[config.mk]
export PLATFORM = sky130hd
export DESIGN_NAME = uart_rx_buffered
export DESIGN_NICKNAME = d
export VERILOG_FILES = /design/src/rtl/uart_rx_buffered_pkg.sv /design/src/rtl/uart_sync_fifo.sv /design/src/rtl/uart_rx_buffered.sv
export SDC_FILE = /design/constraint.sdc
export NUM_CORES = 1
export LEC_CHECK = 0
export CORE_ASPECT_RATIO = 1.5
export CORE_MARGIN = 5
export CORE_UTILIZATION = 62
export CTS_BUF_LIST = sky130_fd_sc_hd__clkbuf_4 sky130_fd_sc_hd__clkbuf_8
export DETAILED_ROUTE_END_ITERATION = 8
export PLACE_DENSITY_LB_ADDON = 0.25
export SLEW_MARGIN = 40
export SYNTH_ARGS = -nofsm -noshare
export SYNTH_HDL_FRONTEND = slang
export SYNTH_SLANG_ARGS = --single-unit
[constraint.sdc]
create_clock -name clk -period 3.5 [get_ports clk]
set_clock_uncertainty 0.15 [all_clocks]
set_input_delay 0.7 -clock clk [delete_from_list [all_inputs] [get_ports clk]]
set_output_delay 0.7 -clock clk [all_outputs]
set_load 0.01 [all_outputs]
[src/rtl/uart_rx_buffered_pkg.sv]
// uart_rx_buffered_pkg: receiver FSM states and UART defaults shared with the transmitter
package uart_rx_buffered_pkg;
  localparam int UART_DATA_BITS = 8;
  localparam int UART_DIV_W = 4;
  typedef enum logic [2:0] {
    IDLE      = 3'd0,
    START     = 3'd1,
    DATA      = 3'd2,
    STOP      = 3'd3,
    WAIT_IDLE = 3'd4
  } rx_state_t;
endpackage

[src/rtl/uart_sync_fifo.sv]
// uart_sync_fifo: first-word-fall-through FIFO; a pop frees room for a same-cycle push when full
module uart_sync_fifo #(
  parameter int WIDTH = 8,
  parameter int DEPTH = 8
) (
  input  logic                     clk,
  input  logic                     rst,
  input  logic                     wr_en,
  input  logic [WIDTH-1:0]         wr_data,
  input  logic                     rd_en,
  output logic [WIDTH-1:0]         rd_data,
  output logic                     full,
  output logic                     empty,
  output logic [$clog2(DEPTH):0]   count
);
  localparam int AW = $clog2(DEPTH);
  localparam int CW = AW + 1;
  logic [WIDTH-1:0] mem [DEPTH];
  logic [AW-1:0] wr_ptr, rd_ptr;
  logic do_wr, do_rd;
  assign do_rd = rd_en && !empty;
  assign do_wr = wr_en && (!full || rd_en);
  assign full = count == CW'(DEPTH);
  assign empty = count == '0;
  assign rd_data = empty ? '0 : mem[rd_ptr];
  always_ff @(posedge clk) begin
    if (do_wr) mem[wr_ptr] <= wr_data;
  end
  always_ff @(posedge clk) begin
    if (rst) begin
      wr_ptr <= '0;
      rd_ptr <= '0;
      count <= '0;
    end else begin
      wr_ptr <= do_wr ? wr_ptr + 1'b1 : wr_ptr;
      rd_ptr <= do_rd ? rd_ptr + 1'b1 : rd_ptr;
      count <= count + CW'(do_wr) - CW'(do_rd);
    end
  end
endmodule

[src/rtl/uart_rx_buffered.sv]
// uart_rx_buffered: 8N1 receiver with start-glitch filter, framing check and receive FIFO
module uart_rx_buffered
  import uart_rx_buffered_pkg::*;
#(
  parameter int DATA_BITS = UART_DATA_BITS,
  parameter int DEPTH = 8,
  parameter int DIV_W = UART_DIV_W
) (
  input  logic                   clk,
  input  logic                   rst,
  input  logic [DIV_W-1:0]       clk_div,
  input  logic                   rx_serial,
  input  logic                   rd_en,
  output logic [DATA_BITS-1:0]   rd_data,
  output logic                   empty,
  output logic                   full,
  output logic [$clog2(DEPTH):0] count,
  output logic                   rx_active,
  output logic                   frame_err,
  output logic                   overrun
);
  localparam int BW = $clog2(DATA_BITS);
  localparam logic [BW-1:0] LAST = BW'(DATA_BITS - 1);
  rx_state_t state;
  logic [1:0] sync;
  logic rx_s;
  logic [DIV_W-1:0] cnt, d_lat, d_eff, h;
  logic [BW-1:0] bit_idx;
  logic [DATA_BITS-1:0] shreg;
  logic bit_end, wr_en;
  assign rx_s = sync[1];
  assign d_eff = clk_div < DIV_W'(2) ? DIV_W'(2) : clk_div;
  assign h = d_lat >> 1;
  assign bit_end = cnt == d_lat - 1'b1;
  // push straight from the stop sample so the byte is visible the very next cycle
  assign wr_en = state == STOP && bit_end && rx_s;
  assign rx_active = state == START || state == DATA || state == STOP;
  always_ff @(posedge clk) begin
    if (rst) begin
      sync <= 2'b11;
      state <= IDLE;
      cnt <= '0;
      d_lat <= '0;
      bit_idx <= '0;
      shreg <= '0;
      frame_err <= 1'b0;
      overrun <= 1'b0;
    end else begin
      sync <= {sync[0], rx_serial};
      frame_err <= 1'b0;
      overrun <= wr_en && full && !rd_en;
      case (state)
        IDLE: begin
          cnt <= '0;
          d_lat <= d_eff;
          state <= rx_s ? IDLE : START;
        end
        START: begin
          cnt <= cnt == h - 1'b1 ? '0 : cnt + 1'b1;
          bit_idx <= '0;
          state <= cnt != h - 1'b1 ? START : rx_s ? IDLE : DATA;
        end
        DATA: begin
          cnt <= bit_end ? '0 : cnt + 1'b1;
          if (bit_end) begin
            shreg[bit_idx] <= rx_s;
            bit_idx <= bit_idx + 1'b1;
            state <= bit_idx == LAST ? STOP : DATA;
          end
        end
        STOP: begin
          cnt <= bit_end ? '0 : cnt + 1'b1;
          frame_err <= bit_end && !rx_s;
          state <= !bit_end ? STOP : rx_s ? IDLE : WAIT_IDLE;
        end
        WAIT_IDLE: state <= rx_s ? IDLE : WAIT_IDLE;
        default: state <= IDLE;
      endcase
    end
  end
  uart_sync_fifo #(.WIDTH(DATA_BITS), .DEPTH(DEPTH)) u_fifo (
    .clk(clk),
    .rst(rst),
    .wr_en(wr_en),
    .wr_data(shreg),
    .rd_en(rd_en),
    .rd_data(rd_data),
    .full(full),
    .empty(empty),
    .count(count)
  );
endmodule

# After elaboration in Yosys (flattened, before gate mapping)
# Memory sizes are Yosys's and may differ from the RTL's. A register that Yosys moved wholly into a read port is not among the register bits.
# Index checks and enable logic that the tools add are counted.
# totals
regBits	36
latchBits	0
in_bits	8
memories	1
out_inout_bits	17
ram_bits	64
mem_bits_ro	0
word_cells	79
# classes
mux	22
n_lt_le_gt_ge	3
n_eq_ne	10
n_bitwise	1
n_addsub	8
n_reduce_logical	23
shift	0
div_mod_pow	0
mul	0
# memory_table
name	depth	width	read_ports	rd_ports_with_merged_regs	write_ports	line_no	text
u_fifo.mem	8	8	1	1	1	uart_sync_fifo.sv:18	logic [WIDTH-1:0] mem [DEPTH];
# ops
cell	count
3-bit 2-to-1 mux	6
3-bit one-hot mux with 5 select lines	1
4-bit 2-to-1 mux	3
4-bit one-hot mux with 3 select lines	1
3-bit by 1-bit adder with 3-bit output, second input constant	3
8-bit bitwise mux	1
4-bit equality test	2
1-bit logical AND	8
8-bit 2-to-1 mux	1
3-bit by 2-bit equality test with 1-bit output, second input constant	2
3-bit equality test, second input constant	2
3-bit one-hot mux with 2 select lines	1
1-bit 2-to-1 mux	5
4-bit by 1-bit adder with 4-bit output	1
4-bit by 1-bit adder with 4-bit output, second input constant	1
4-bit equality test, second input constant	1
1-bit logical NOT	4
4-bit logical NOT	1
3-bit by 4-bit < comparator with 1-bit output, second input constant	1
4-bit by 2-bit < comparator with 1-bit output, second input constant	1
2-bit 2-to-1 mux	2
4-bit inequality test	1
2-bit AND reduction	2
2-bit OR reduction	2
12 further kinds	14

# Longest topological paths before layout
# logic_depth
word_depth	7
ltp_mapped	11
mapped_depth_nobuf	11

# Modules after synthesis
# Synthesis repeated with hierarchy kept, for this count alone.
# hier_totals
hier_cells	365
area_unflattened_um2	4626.9
# by_module_without_submodules
module	seq_area_each_um2	instances	cells_each	area_each_um2
uart_sync_fifo	2182.1	1	211	3208.1
uart_rx_buffered	520.5	1	154	1418.9

# Least setup slack after synthesis
# Ideal clock, no wire load.
# synth_timing
path_kind	register -> register
from	register d_lat[1]
to	memory u_fifo.mem[2][0], enable pin
synth_period_minus_slack_ps	2732
arrival_ps	2199
slack_ps	768
stages_incl_launch_ff	9
setup_time_ps	383
n_path_buf	1
required_ps	2967
path_cell_list	dfxtp_1 -> inv_1 -> ha_1 -> a21boi_0 -> xnor2_2 -> and3_1 -> buf_4 -> nand3_1 -> nor3_1
# synth_via
elab_chain_len	7
# synth_lines
item	line_no	text
start, declared	uart_rx_buffered.sv:27	logic [DIV_W-1:0] cnt, d_lat, d_eff, h;
start signal, assigned	uart_rx_buffered.sv:43	d_lat <= '0;
start signal, assigned	uart_rx_buffered.sv:55	d_lat <= d_eff;
4-bit by 1-bit subtractor with 4-bit output	uart_rx_buffered.sv:34	assign bit_end = cnt == d_lat - 1'b1;
4-bit equality test	uart_rx_buffered.sv:34	
1-bit logical AND (2 in a row)	uart_rx_buffered.sv:36	assign wr_en = state == STOP && bit_end && rx_s;
1-bit logical AND	uart_sync_fifo.sv:22	assign do_wr = wr_en && (!full || rd_en);
1-bit 2-to-1 mux	uart_sync_fifo.sv:27	if (do_wr) mem[wr_ptr] <= wr_data;
1-bit 2-to-1 mux (not written as such)	uart_sync_fifo.sv:27	
end, declared	uart_sync_fifo.sv:18	
# Every way passes these cells.

==> summary.txt <==
Outcome
  – Outcome: completed

Flow run
  – Max Cap Violations: 0

Power
  – Total Power: approximately 2900 uW
  – Worst IR drop on VDD: 514.6 uV
  – LEAKAGE: 0.001864 uW
  – Power Dens Cells: approximately 580 nW/um^2

Layout
  – Fraction of layout cells with a size suffix above 1: 13.70%
  – Nets: ~380
  – Fillers: around 470
  – Layout area overhead: 12.03%
  – # diodes: 0
  – Post-route cell area: between 4000 and 5000 sq um

Global route
  – First-pass GRT wire length: 13,430 um
  – GR Overflow Total: 0
  – GRT Total Usage: between 10% and 20%
  – Vias in the first global route: 2,694
  – Initial antenna violation count: 0
  – Largest net degree at the start of global routing: 27

Synth
  – Post-synthesis sequential area ratio: between 60% and 70%
  – Ys Warns: 0
  – Synth Flop Type: edfxtp_1
  – Cell Area, Synth: 4453 sq um
  – Cell taking the most area after synthesis: edfxtp_1
  – FF+latch count, synth: 103
  – Post-synth cell types: 49
  – Ys async rst share: 0%
  – Post-synth EDFFs: between 60 and 70
  – Post-synth top area share: 43.16%
  – Avg Cell Area, Syn: 13.45 sq um
  – Post-synth net total: 354
  – Syn Inst Count: about 330
  – Ranking of synthesized cells by area: edfxtp_1, dfxtp_1, mux4_2, mux2i_1, ha_1

CTS
  – Worst-Skew Late Latency: 0.37 ns
  – Worst-path clk slew: 0.10 ns
  – Hold buffer count at CTS: 0
  – Num CTS Buffers: 9
  – Post_cts resized: 0
  – CTS tree: yes
  – Max Buffers Root-to-Sink: 2
  – CTS Root Cell: clkbuf_8
  – Clock sink count: 103
  – H-Tree Depth: 3
  – Setup Fix Bufs, Post-CTS: 0

Worst setup path
  – CP endpoint kind: primary output
  – Crit start category: flop
  – Critical Path RT: about 2.7 ns
  – CP Max Fanout: 16
  – Worst path arrival time: 2.24 ns
  – Setup Crit Path Kind: reg -> out

Route
  – Vias after detailed routing: 2,576
  – # DRC: 0
  – Drt via density: just under 6
  – Initial DRC Count: 141
  – WL/cell: between 15 and 20 um
  – Wirelength, routed: 7753 um
  – Pre-Repair DR Iteration Count: 4
  – Post-DRT Antenna Nets: 0

STA
  – Final worst-path cycle share: between 80% and 90%
  – Setup violations, final: 0
  – Setup ws final: 0.4142 ns
  – Final Slew Violations: 0
  – Minimum clock period: about 3 ns
  – RSZ-0062 raised after global routing: false
  – Hold Worst Slack: approximately 0.26 ns
  – Slew of the pin with the lowest slew margin: just over 0.7 ns
  – Relative slew slack: 51.35%
  – Hold Fails Final Rpt: 0
  – Fmax: 0.3241 GHz
  – TNS Setup: 0 ns

Floorplan
  – Die height: 113.8 um
  – Core outline area: between 6000 and 7000 sq um
  – Site row count: 37
  – Initial Util: 64.13%
  – Die Area: 9012 sq um
  – Io pins: 25
  – Die width: around 79 um

Placement
  – RD Place Congestion: 0.7765
  – HPWL Detailed: 5665 um
  – Post-Place Setup Slack: between 0.2 and 0.25 ns
  – Post-place instance area: 4803 sq um
  – I/O Buffers: 24

Hold path
  – Worst min path class: reg -> reg
[layout make-up]
| class | count | area, sq um | area share (%) |
|---|---|---|---|
| Sequential cell | 103 | 2703 | 54.18 |
| Clock inverter | 6 | 53.80 | 1.079 |
| Multi-Input combinational cell | 199 | 1639 | 32.86 |
| Inverter | 13 | 48.80 | 0.9782 |
| Timing Repair Buffer | 34 | 315.3 | 6.321 |
| Clock buffer | 10 | 131.4 | 2.634 |
| Tap cell | 78 | 97.59 | 1.956 |
[path summary, 6_finish.rpt]
check | start | end | slack (ns) | depth (start not counted)
min | sync[0]$_SDFF_PP1_ | sync[1]$_SDFF_PP1_ | 0.26 | 1
max reg2reg | d_lat[1]$_SDFFE_PP0N_ | u_fifo.mem[1][5]$_DFFE_PP_ | 0.65 | 8
max | flop | rd_data[6] | 0.41 | 5
min reg2reg | sync[0]$_SDFF_PP1_ | sync[1]$_SDFF_PP1_ | 0.26 | 1
[worst max-delay path, cell delays in order (launching register included)]
cell,delay (ns)
dfxtp_1,0.32
buf_4,0.30
mux4_2,0.56
mux2i_1,0.15
nor2_1,0.06
clkdlybuf4s50_1,0.47
[cells in the final DEF (no fill, tap or decap), drive strengths merged, types with 5 or more instances in the layout]
cell	instances
a21oi	7
buf	10
clkbuf	10
clkdlybuf4s50	24
dfxtp	39
edfxtp	64
ha	14
inv	15
mux2i	18
mux4	16
nand2	9
nand2b	14
nand3	10
nor2	37
nor3	8
xnor2	11
xor2	5
[through the flow]
stage          std cells  util (%)
2_1_floorplan        331         -
3_3_place_gp         427     69.10
3_5_place_dp         427     69.17
4_1_cts              443     71.84
5_1_grt              443     71.84
6_report             443     71.84
[power breakdown]
group / switching [uW] / total [uW] / internal [uW] / leakage, uW
Sequential: 37.2 / 1360 / 1320 / 0.000977
Clock: 413 / 690 / 278 / 0.0000860
Combinational: 376 / 824 / 448 / 0.000802
[synthesized netlist by cell type (2+ instances only)]
library cell	number
a211oi_1	3
clkbuf_1	10
or2_2	2
a21oi_1	7
o21ai_0	4
mux2i_1	18
and3_1	3
o21a_1	2
nand2b_1	14
nand4b_1	2
mux4_2	16
nand2_1	9
ha_1	14
inv_1	13
or3_1	2
nand4_1	3
edfxtp_1	64
nand3_1	10
nor3_1	8
nor2_1	37
nor3b_1	2
buf_1	2
nand3b_1	2
dfxtp_1	39
o22ai_1	2
xnor2_2	2
xor2_1	5
a31oi_1	2
buf_2	3
nor2b_1	4
xnor2_1	9
[sequential cells by signal, summed over array words and instances, names as in the netlist, named ones only]
register and flops:
overrun 1, u_fifo.mem 64, shreg 8, u_fifo.rd_ptr 3
bit_idx 3, cnt 4, frame_err 1, u_fifo.wr_ptr 3
state 3, u_fifo.count 4, d_lat 4, sync 2
[logic make-up (layout without fill, tap and decap cells)]
group / count (synthesis) / after routing / share of synthesized area, %
buffers and inverters: 29 / 63 / 2.613
muxes: 34 / 34 / 12.14
and+or+nand+nor: 106 / 106 / 12.59
AOI/OAI and AO/OA: 28 / 28 / 4.102
adders and majority gates: 15 / 15 / 4.383
DFF: 103 / 103 / 60.69
xor gates and xnor gates: 16 / 16 / 3.484
[metal layers]
| metal | track usage (%) | up-vias | share of wire, % |
|---|---|---|---|
| met5 | 0 | - | 0 |
| met4 | 5.390 | 0 | 1.3 |
| met3 | 3.949 | 11 | 3.3 |
| met2 | 35.32 | 53 | 57 |
| met1 | 22.88 | 1243 | 39 |
| li1 | - | 1269 | - |
No activity file was read; power rests on OpenSTA's default activity.
